$ cat src/rtl/mult_rr_scheduler_if.sv
// Requester/response bundle for the shared multiplier scheduler.
// The master side is the environment: lanes presenting operands and the
// product consumer. The slave side is the scheduler itself.
interface mult_rr_scheduler_if #(
  parameter int MAC_MIN_WIDTH = 8,
  parameter int N_REQ         = 4,
  parameter int ID_W          = $clog2(N_REQ)
);
  logic [N_REQ-1:0]               req_valid;
  logic [N_REQ-1:0]               req_ready;
  logic [N_REQ*MAC_MIN_WIDTH-1:0] req_a;
  logic [N_REQ*MAC_MIN_WIDTH-1:0] req_b;
  logic                           resp_valid;
  logic                           resp_ready;
  logic [ID_W-1:0]                resp_id;
  logic [2*MAC_MIN_WIDTH-1:0]     resp_prod;

  modport master (
    output req_valid, req_a, req_b, resp_ready,
    input  req_ready, resp_valid, resp_id, resp_prod
  );

  modport slave (
    input  req_valid, req_a, req_b, resp_ready,
    output req_ready, resp_valid, resp_id, resp_prod
  );
endinterface

$ cat src/rtl/mult_rr_scheduler.sv
// Round-robin scheduler sharing one unsigned W x W multiplier among N_REQ
// requesters. Stage 1 latches the granted operands, stage 2 registers the
// product and presents it with the owning requester's tag.

// Plain unsigned full-width multiplier; kept as its own module so the
// shared instance is explicit.
module multiply #(
  parameter int MAC_MIN_WIDTH = 8
) (
  input  logic [MAC_MIN_WIDTH-1:0]   a_i,
  input  logic [MAC_MIN_WIDTH-1:0]   b_i,
  output logic [2*MAC_MIN_WIDTH-1:0] p_o
);
  assign p_o = (2*MAC_MIN_WIDTH)'(a_i) * (2*MAC_MIN_WIDTH)'(b_i);
endmodule

module mult_rr_scheduler #(
  parameter int MAC_MIN_WIDTH  = 8,
  parameter int MAC_MULT_WIDTH = 2*MAC_MIN_WIDTH,
  parameter int N_REQ          = 4,
  parameter int ID_W           = $clog2(N_REQ)
) (
  input  logic                clk,
  input  logic                rst,
  mult_rr_scheduler_if.slave  bus,
  output logic                busy
);
  localparam int CW = ID_W + 1;  // room for rr_ptr + offset before wrap

  // Round-robin pointer: first requester to consider next cycle
  logic [ID_W-1:0] rr_ptr_q, rr_ptr_d;

  // Stage 1: latched operands of the granted requester
  logic                     s1_valid_q;
  logic [MAC_MIN_WIDTH-1:0] s1_a_q, s1_b_q;
  logic [ID_W-1:0]          s1_id_q;

  // Stage 2: registered product, drives the response channel
  logic                      resp_valid_q;
  logic [ID_W-1:0]           resp_id_q;
  logic [MAC_MULT_WIDTH-1:0] resp_prod_q;

  logic s1_adv, s2_adv;
  logic raw_any, grant_any;
  logic [ID_W-1:0] grant_idx;

  logic [ID_W-1:0]          cand_idx [N_REQ];
  logic [N_REQ-1:0]         cand_valid;
  logic [MAC_MIN_WIDTH-1:0] op_a [N_REQ];
  logic [MAC_MIN_WIDTH-1:0] op_b [N_REQ];
  logic [MAC_MULT_WIDTH-1:0] mult_p;

  // A full S2 that is not being drained blocks S2, and in turn a full S1.
  assign s2_adv = !resp_valid_q || bus.resp_ready;
  assign s1_adv = !s1_valid_q || s2_adv;

  // Candidate gi is the requester gi places after rr_ptr; the wrap is done
  // by explicit subtraction so non-power-of-two N_REQ wraps at N_REQ-1.
  for (genvar gi = 0; gi < N_REQ; gi++) begin : g_req
    logic [CW-1:0] sum;
    assign sum            = {1'b0, rr_ptr_q} + CW'(gi);
    assign cand_idx[gi]   = (sum >= CW'(N_REQ)) ? ID_W'(sum - CW'(N_REQ))
                                                : sum[ID_W-1:0];
    assign cand_valid[gi] = bus.req_valid[cand_idx[gi]];
    assign op_a[gi]       = bus.req_a[gi*MAC_MIN_WIDTH +: MAC_MIN_WIDTH];
    assign op_b[gi]       = bus.req_b[gi*MAC_MIN_WIDTH +: MAC_MIN_WIDTH];
    assign bus.req_ready[gi] = grant_any && (grant_idx == ID_W'(gi));
  end

  // Pick the nearest valid candidate in rotated order (lowest offset wins)
  always_comb begin
    raw_any   = 1'b0;
    grant_idx = '0;
    for (int k = N_REQ - 1; k >= 0; k--) begin
      if (cand_valid[k]) begin
        raw_any   = 1'b1;
        grant_idx = cand_idx[k];
      end
    end
  end

  // No grant while S1 cannot take a new item or while reset is asserted.
  assign grant_any = raw_any && s1_adv && !rst;

  assign rr_ptr_d = !grant_any                         ? rr_ptr_q :
                    (grant_idx == ID_W'(N_REQ - 1))    ? '0       :
                                                         grant_idx + 1'b1;

  // Advance the pointer past each granted requester
  always_ff @(posedge clk) begin
    if (rst) begin
      rr_ptr_q <= '0;
    end else begin
      rr_ptr_q <= rr_ptr_d;
    end
  end

  // Stage 1 captures the granted operands whenever it is allowed to move
  always_ff @(posedge clk) begin
    if (rst) begin
      s1_valid_q <= 1'b0;
      s1_a_q     <= '0;
      s1_b_q     <= '0;
      s1_id_q    <= '0;
    end else if (s1_adv) begin
      s1_valid_q <= grant_any;
      s1_a_q     <= op_a[grant_idx];
      s1_b_q     <= op_b[grant_idx];
      s1_id_q    <= grant_idx;
    end
  end

  multiply #(
    .MAC_MIN_WIDTH(MAC_MIN_WIDTH)
  ) u_mult (
    .a_i(s1_a_q),
    .b_i(s1_b_q),
    .p_o(mult_p)
  );

  // Stage 2 registers the product; holds steady under backpressure
  always_ff @(posedge clk) begin
    if (rst) begin
      resp_valid_q <= 1'b0;
      resp_id_q    <= '0;
      resp_prod_q  <= '0;
    end else if (s2_adv) begin
      resp_valid_q <= s1_valid_q;
      resp_id_q    <= s1_id_q;
      resp_prod_q  <= mult_p;
    end
  end

  assign bus.resp_valid = resp_valid_q;
  assign bus.resp_id    = resp_id_q;
  assign bus.resp_prod  = resp_prod_q;
  assign busy           = s1_valid_q || resp_valid_q;
endmodule

$ cat src/flat_wrapper.sv
// flat-port wrapper written by rule: the top's interface ports become plain ports
module mult_rr_scheduler_flat 
#(
  parameter int MAC_MIN_WIDTH  = 8,
  parameter int MAC_MULT_WIDTH = 2*MAC_MIN_WIDTH,
  parameter int N_REQ          = 4,
  parameter int ID_W           = $clog2(N_REQ)
)
  (clk, rst, busy, bus_req_valid, bus_req_a, bus_req_b, bus_resp_ready, bus_req_ready, bus_resp_valid, bus_resp_id, bus_resp_prod);
  mult_rr_scheduler_if #(.MAC_MIN_WIDTH(MAC_MIN_WIDTH), .N_REQ(N_REQ), .ID_W(ID_W)) bus_i ();
  input  logic clk;
  input  logic rst;
  output logic busy;
  input wire logic [$bits(bus_i.req_valid)-1:0] bus_req_valid;
  input wire logic [$bits(bus_i.req_a)-1:0] bus_req_a;
  input wire logic [$bits(bus_i.req_b)-1:0] bus_req_b;
  input wire logic [$bits(bus_i.resp_ready)-1:0] bus_resp_ready;
  output wire logic [$bits(bus_i.req_ready)-1:0] bus_req_ready;
  output wire logic [$bits(bus_i.resp_valid)-1:0] bus_resp_valid;
  output wire logic [$bits(bus_i.resp_id)-1:0] bus_resp_id;
  output wire logic [$bits(bus_i.resp_prod)-1:0] bus_resp_prod;
  assign bus_i.req_valid = bus_req_valid;
  assign bus_i.req_a = bus_req_a;
  assign bus_i.req_b = bus_req_b;
  assign bus_i.resp_ready = bus_resp_ready;
  assign bus_req_ready = bus_i.req_ready;
  assign bus_resp_valid = bus_i.resp_valid;
  assign bus_resp_id = bus_i.resp_id;
  assign bus_resp_prod = bus_i.resp_prod;
  mult_rr_scheduler #(.MAC_MIN_WIDTH(MAC_MIN_WIDTH), .MAC_MULT_WIDTH(MAC_MULT_WIDTH), .N_REQ(N_REQ), .ID_W(ID_W)) u_core (.clk(clk), .rst(rst), .bus(bus_i), .busy(busy));
endmodule
$ cat config.mk
export PLATFORM = sky130hd
export DESIGN_NAME = mult_rr_scheduler_flat
export DESIGN_NICKNAME = d
export VERILOG_FILES = /design/src/rtl/mult_rr_scheduler_if.sv /design/src/rtl/mult_rr_scheduler.sv /design/src/flat_wrapper.sv
export SDC_FILE = /design/constraint.sdc
export NUM_CORES = 1
export LEC_CHECK = 0
export CORE_ASPECT_RATIO = 0.6
export CORE_UTILIZATION = 51
export CTS_CLUSTER_SIZE = 24
export DETAILED_ROUTE_END_ITERATION = 16
export PLACE_DENSITY = 0.8
export REMOVE_ABC_BUFFERS = 1
export SETUP_SLACK_MARGIN = 0.2
export SLEW_MARGIN = 20
export SYNTH_ARGS = -nofsm -noshare
export SYNTH_HDL_FRONTEND = slang
export SYNTH_SLANG_ARGS = --single-unit
export TNS_END_PERCENT = 30
$ cat constraint.sdc
create_clock -name clk -period 6.31 [get_ports clk]
set_clock_uncertainty 0.2 [all_clocks]
set_input_delay 1.262 -clock clk [delete_from_list [all_inputs] [get_ports clk]]
set_output_delay 1.262 -clock clk [all_outputs]
set_load 0.05 [all_outputs]
* Word level (Yosys, flattened, before mapping)
Index checks and enable logic that the tools add are counted.
Word-level totals: flip-flop bits (word level) 40, bits of input ports 71, output and inout port bits 24, word-level logic and storage cells 70
Cells by class: $add $sub $neg 8, $mul 1, magnitude comparators 9, equal/unequal tests 3, mux-type cells 27, bitwise logic cells 1, reductions and logical operators 13
Operators with widths (number):
- 8-bit binary-select mux with 2-bit select | 2
- 8-bit 2-to-1 mux | 4
- 2-bit 2-to-1 mux | 9
- 8-bit by 8-bit multiplier with 16-bit output | 1
- 3-bit greater-or-equal comparator (second input constant) | 4
- 2-bit by 3-bit < comparator with 1-bit output (second input constant) | 4
- 1-bit binary-select mux with 2-bit select | 4
- 1-bit 2-to-1 mux | 8
- 2-bit by 1-bit subtractor with 2-bit output (second input constant) | 4
- 2-bit by 2-bit adder with 3-bit output (second input constant) | 2
- 1-bit logical AND | 6
- 2-bit == test (second input constant) | 2
- 2-bit by 1-bit adder with 3-bit output (second input constant) | 1
- 2-bit by 3-bit greater-or-equal comparator with 1-bit output (second input constant) | 1
- 1-bit zero test | 3
- 1-bit logical OR | 3
- 2-bit NOT with 3-bit output | 1
- 2-bit by 1-bit adder with 2-bit output (second input constant) | 1
- 2-bit by 1-bit == test with 1-bit output (second input constant) | 1
- 2-bit zero test | 1

* Logic depth before layout (Yosys ltp)
depth after elaboration 13, gate-level depth with buffers 15

* Modules after synthesis
From an unflattened synthesis, not the netlist that was laid out.
Unflattened totals: cells, all modules 457, area, all modules 4067.7 sq um
Modules (own cells, without submodules):
- multiply | times used 1, cells an instance 243, area each 2107.0 sq um, seq. area each 0.0 sq um
- mult_rr_scheduler | times used 1, cells an instance 214, area each 1960.6 sq um, seq. area each 800.8 sq um

* Worst setup path before layout
No wires, ideal clock.
kind flip-flop to flip-flop, start register u_core.s1_a_q[0], end register u_core.resp_prod_q[13], in the netlist u_core.bus.resp_prod[13], setup time 117 ps, data arrival time 4072 ps, required time 5993 ps, slack 1921 ps, cell stages (with the launch flop) 15, path buffers 0, period minus slack after synthesis 4389 ps, cells stage by stage dfxtp_1 > nand2_1 > fa_1 > fa_1 > inv_1 > fa_1 > inv_1 > fa_1 > inv_1 > ha_1 > a21o_1 > a21oi_4 > a211oi_1 > or3_1 > a32o_1
Between the ends: longest elaborated chain between the ends 1
Ends and longest elaborated chain:
- start, declared | line mult_rr_scheduler.sv:35 | logic [MAC_MIN_WIDTH-1:0] s1_a_q, s1_b_q;
- start signal, assigned | line mult_rr_scheduler.sv:107 | s1_a_q <= op_a[grant_idx];
- 8-bit by 8-bit multiplier with 16-bit output | line mult_rr_scheduler.sv:14 | assign p_o = (2*MAC_MIN_WIDTH)'(a_i) * (2*MAC_MIN_WIDTH)'(b_i);
- end signal, assigned | line mult_rr_scheduler.sv:130 | resp_prod_q <= mult_p;
- end, declared | line mult_rr_scheduler.sv:41 | logic [MAC_MULT_WIDTH-1:0] resp_prod_q;
No other way between the ends. A chain may end at the register's enable or synchronous reset.

* Final worst setup path
start input port bus_req_valid[3], end output port bus_req_ready[3]
Between the ends: elaborated cells between the ends (all ways) 20, those cells by class eq/ne (1); mux (16); reduce/logical (3)
RTL lines:
- start, declared | line flat_wrapper.sv:14 | input wire logic [$bits(bus_i.req_valid)-1:0] bus_req_valid;
- 1-bit binary-select mux with 2-bit select | line mult_rr_scheduler.sv:64 | assign cand_valid[gi] = bus.req_valid[cand_idx[gi]];
- 1-bit 2-to-1 mux (implied by the code) | line mult_rr_scheduler.sv:64
- 2-bit 2-to-1 mux (3 in series) | line mult_rr_scheduler.sv:75 | if (cand_valid[k]) begin
- 2-bit 2-to-1 mux * | line mult_rr_scheduler.sv:75
- net u_core.grant_idx[0] | line mult_rr_scheduler.sv:45 | logic [ID_W-1:0] grant_idx;
- 2-bit == test * | line mult_rr_scheduler.sv:67 | assign bus.req_ready[gi] = grant_any && (grant_idx == ID_W'(gi));
- 1-bit logical AND * | line mult_rr_scheduler.sv:67
- end, declared | line flat_wrapper.sv:18 | output wire logic [$bits(bus_i.req_ready)-1:0] bus_req_ready;
The timed path passes the listed nets; every way through them passes the cells marked *. The select of a mux whose other input is x is not followed.

==> metrics.yaml <==
die:
  core_area_mm2: 0.00742
  rows: 24
  ios: 95
  die_area_mm2: 0.00822
  fp.dieW_um: 116
  die_y_um: 70.6
  initial_core_util: 0.540
global_routing:
  grt_start_max_net_pins: 33
  grt_pass1_wl_um: 15900
  grt-ovfl-total: 0
  gr-usage-all-layers: 0.242
  antenna_found_initial: 0
  grt_pass1_vias: 3493
timing:
  setup_ws_ns: 1.19
  hold_violations: 0
  final-setup-viol-count: 0
  period_share: 0.812
  tightestPinTransition_ns: 0.743
  maxSlewHeadroom: 0.505
  period_needed_ns: 5.12
  final.setup.tns_ns: 0
  grt_setup_unrepaired: "false"
  drv_slew: 0
  max_freq_ghz: 0.195
synthesis:
  synth_top_area_cell: "dfxtp_1"
  ys_ff_latch: 40
  netlist.area_leader.share: 0.200
  synth.avg_cell_area_um2: 8.98
  synthTopCellsByArea: "dfxtp_1, fa_1, ha_1"
  synth-edff-count: 0
  synth_area_mm2: 0.00401
  synthCells: 446
  ys_types: 53
  synth_common_cells: "nand2_1, inv_1, and2_1"
  yosys_warnings: 0
  yosysMostFrequentCell: "nand2_1"
  ys_async_sr_fraction: 0
  synth-main-ff-cell: "dfxtp_1"
  seq_area_frac_synth: 0.200
worst_setup_path:
  cpMaxStageDelayCell: "clkdlybuf4s50_1"
  end_kind: "primary output"
  criticalPathCategory: "primary input to primary output"
  path_cells: "clkdlybuf4s50_1 -> inv_1 -> a221oi_2 -> o22ai_4 -> inv_1 -> ha_1 -> and2_1 -> clkdlybuf4s50_1"
  crit_arrival_ns: 3.66
  max_stage_delay_ns: 0.80
  path_delay_family: "buffers and inverters"
  crit_buf_inv: 4
  worstSetupStartpointType: "primary input"
  crit_required_ns: 4.85
  worst-path-max-fanout: 6
finish:
  layout-drive-gt1-share: 0.0485
  fin_cells: 640
  antenna_cells: 0
  nets: 682
  syn2layout_area_growth_pct: 29.8
  final_cell_area_mm2: 0.00520
  fillers: 604
route:
  vias_per_cell: 5.48
  wirelength_um: 9300
  wl_per_cell_um: 14.5
  firstDrtPassIters: 4
  vias: 3504
  drt_iter0_markers: 170
  drcViolationCount: 0
  ant_nets: 0
cts:
  clk_latency_ns: 0.29
  cts.clk_slew.worst_paths_ns: 0.06
  cts_tree: "yes"
  cts_resized: 0
  clockBufferDepth: 2
  hold_buffers: 0
  cts_setup_buffers: 0
  cts_root_buffer: "clkbuf_16"
  cts.sinks: 40
  cts_buffers: 5
  h-tree-depth: 2
power_and_ir_drop:
  powerDensity_mw_per_mm2: 231
  peakVddDrop_mv: 0.155
  p_leak_nw: 2.46
placed_design:
  place_area_mm2: 0.00503
  portBuffers: 94
  routabilityCongestion: 0.889
  dpl_worst_slack_ns: 1.20
  place_hpwl_um: 7290
  place_inst: 632
hold_path:
  worst_hold_path_type: "flip-flop to flip-flop"
run:
  cap_viol_max_count: 0
run_status:
  status: "complete, no violations"
[kinds of logic (layout without fill, tap and decap cells)]
logic type               count (synthesis)  after routing  synth area share
XOR/XNOR                                 4              4           0.00875
AO/OA/AOI/OAI                           78             78             0.146
AND/OR/NAND/NOR                        148            148             0.190
adder cells (fa/ha/maj)                 76             76             0.305
flip-flops                              40             40             0.200
buffers and inverters                   68            158            0.0706
multiplexers                            32             32            0.0800
[metrics by stage]
step | hold slack, ns | total power [mW] | util
2_1_floorplan | 0.231 | 0.730 | -
3_3_place_gp | 0.242 | 0.888 | 0.678
3_5_place_dp | 0.244 | 0.905 | 0.678
4_1_cts | 0.253 | 1.21 | 0.701
5_1_grt | 0.273 | 1.28 | 0.701
6_report | 0.248 | 1.20 | 0.701
[where the power goes]
| part | internal, mW | leakage [nW] | switching, mW |
|---|---|---|---|
| clock | 0.186 | 0.0798 | 0.109 |
| combinational | 0.243 | 2.05 | 0.313 |
| sequential | 0.293 | 0.330 | 0.0544 |
| total | 0.722 | 2.46 | 0.477 |
[registers in the layout (all words and copies together), names as in the netlist]
signal and count:
u_core.bus.resp_prod 16, u_core.s1_a_q 8, u_core.s1_b_q 8, u_core.bus.resp_id 2, u_core.rr_ptr_q 2, u_core.s1_id_q 2, u_core.bus.resp_valid 1, u_core.s1_valid_q 1
[layout by cell type, fill, tap and decap left out, types with 2 or more instances in the layout]
master / synthesis / routed
xnor2_1: 3 / 3
a211o_1: 2 / 2
o21ai_0: 7 / 7
buf_4: 1 / 3
a21o_1: 5 / 5
nand2_1: 57 / 57
ha_1: 40 / 40
o21a_1: 2 / 2
nand2b_1: 2 / 2
clkbuf_16: 0 / 5
a21oi_2: 2 / 2
nor4_1: 2 / 2
nor3_1: 2 / 2
and3_1: 2 / 2
a21oi_1: 20 / 20
o211ai_1: 2 / 2
a41oi_1: 2 / 2
nand3_1: 5 / 5
and2_1: 50 / 50
o221ai_1: 16 / 16
dfxtp_1: 40 / 40
mux2i_1: 32 / 32
o21ai_2: 2 / 2
nor2b_1: 5 / 5
nor2_1: 13 / 12
inv_1: 53 / 53
fa_1: 36 / 36
a22o_1: 2 / 2
clkdlybuf4s50_1: 0 / 94
a211oi_1: 5 / 5
[worst reg2reg max path, stage by stage (launching register included)]
cell	delay, ns
dfxtp_1	0.52
nand2_1	0.13
fa_1	0.50
fa_1	0.56
inv_1	0.06
fa_1	0.54
inv_1	0.06
fa_1	0.53
inv_1	0.04
ha_1	0.35
a21o_1	0.23
a21oi_4	0.21
a21oi_2	0.10
a211o_1	0.27
a2111oi_1	0.34
[final timing paths]
check	startpoint	depth (start not counted)	slack (ns)	to
setup / recovery	bus_req_valid[3]	8	1.19	bus_req_ready[3]
hold / removal	u_core.bus.resp_id[1]	2	0.25	u_core.bus.resp_id[1]
setup reg to reg	u_core.s1_b_q[6]	14	1.55	u_core.bus.resp_prod[15]
hold reg to reg	u_core.bus.resp_id[1]	2	0.25	u_core.bus.resp_id[1]
[layout make-up]
type | instances | area [um2] | area share
flip-flops and latches | 40 | 801 | 0.154
clock inverters | 3 | 42.5 | 0.00818
clock buffers | 5 | 125 | 0.0241
multi-input cells | 338 | 2940 | 0.565
well taps | 104 | 130 | 0.0250
inverters | 53 | 199 | 0.0383
repair buffers | 97 | 963 | 0.185
[routing by layer]
metal / GRT usage / wire length [um]
met3: 0.0420 / 781
met2: 0.400 / 4150
met1: 0.339 / 4310
met4: 0.0370 / 61
met5: 0 / 0
No activity file was read; power rests on OpenSTA's default activity.
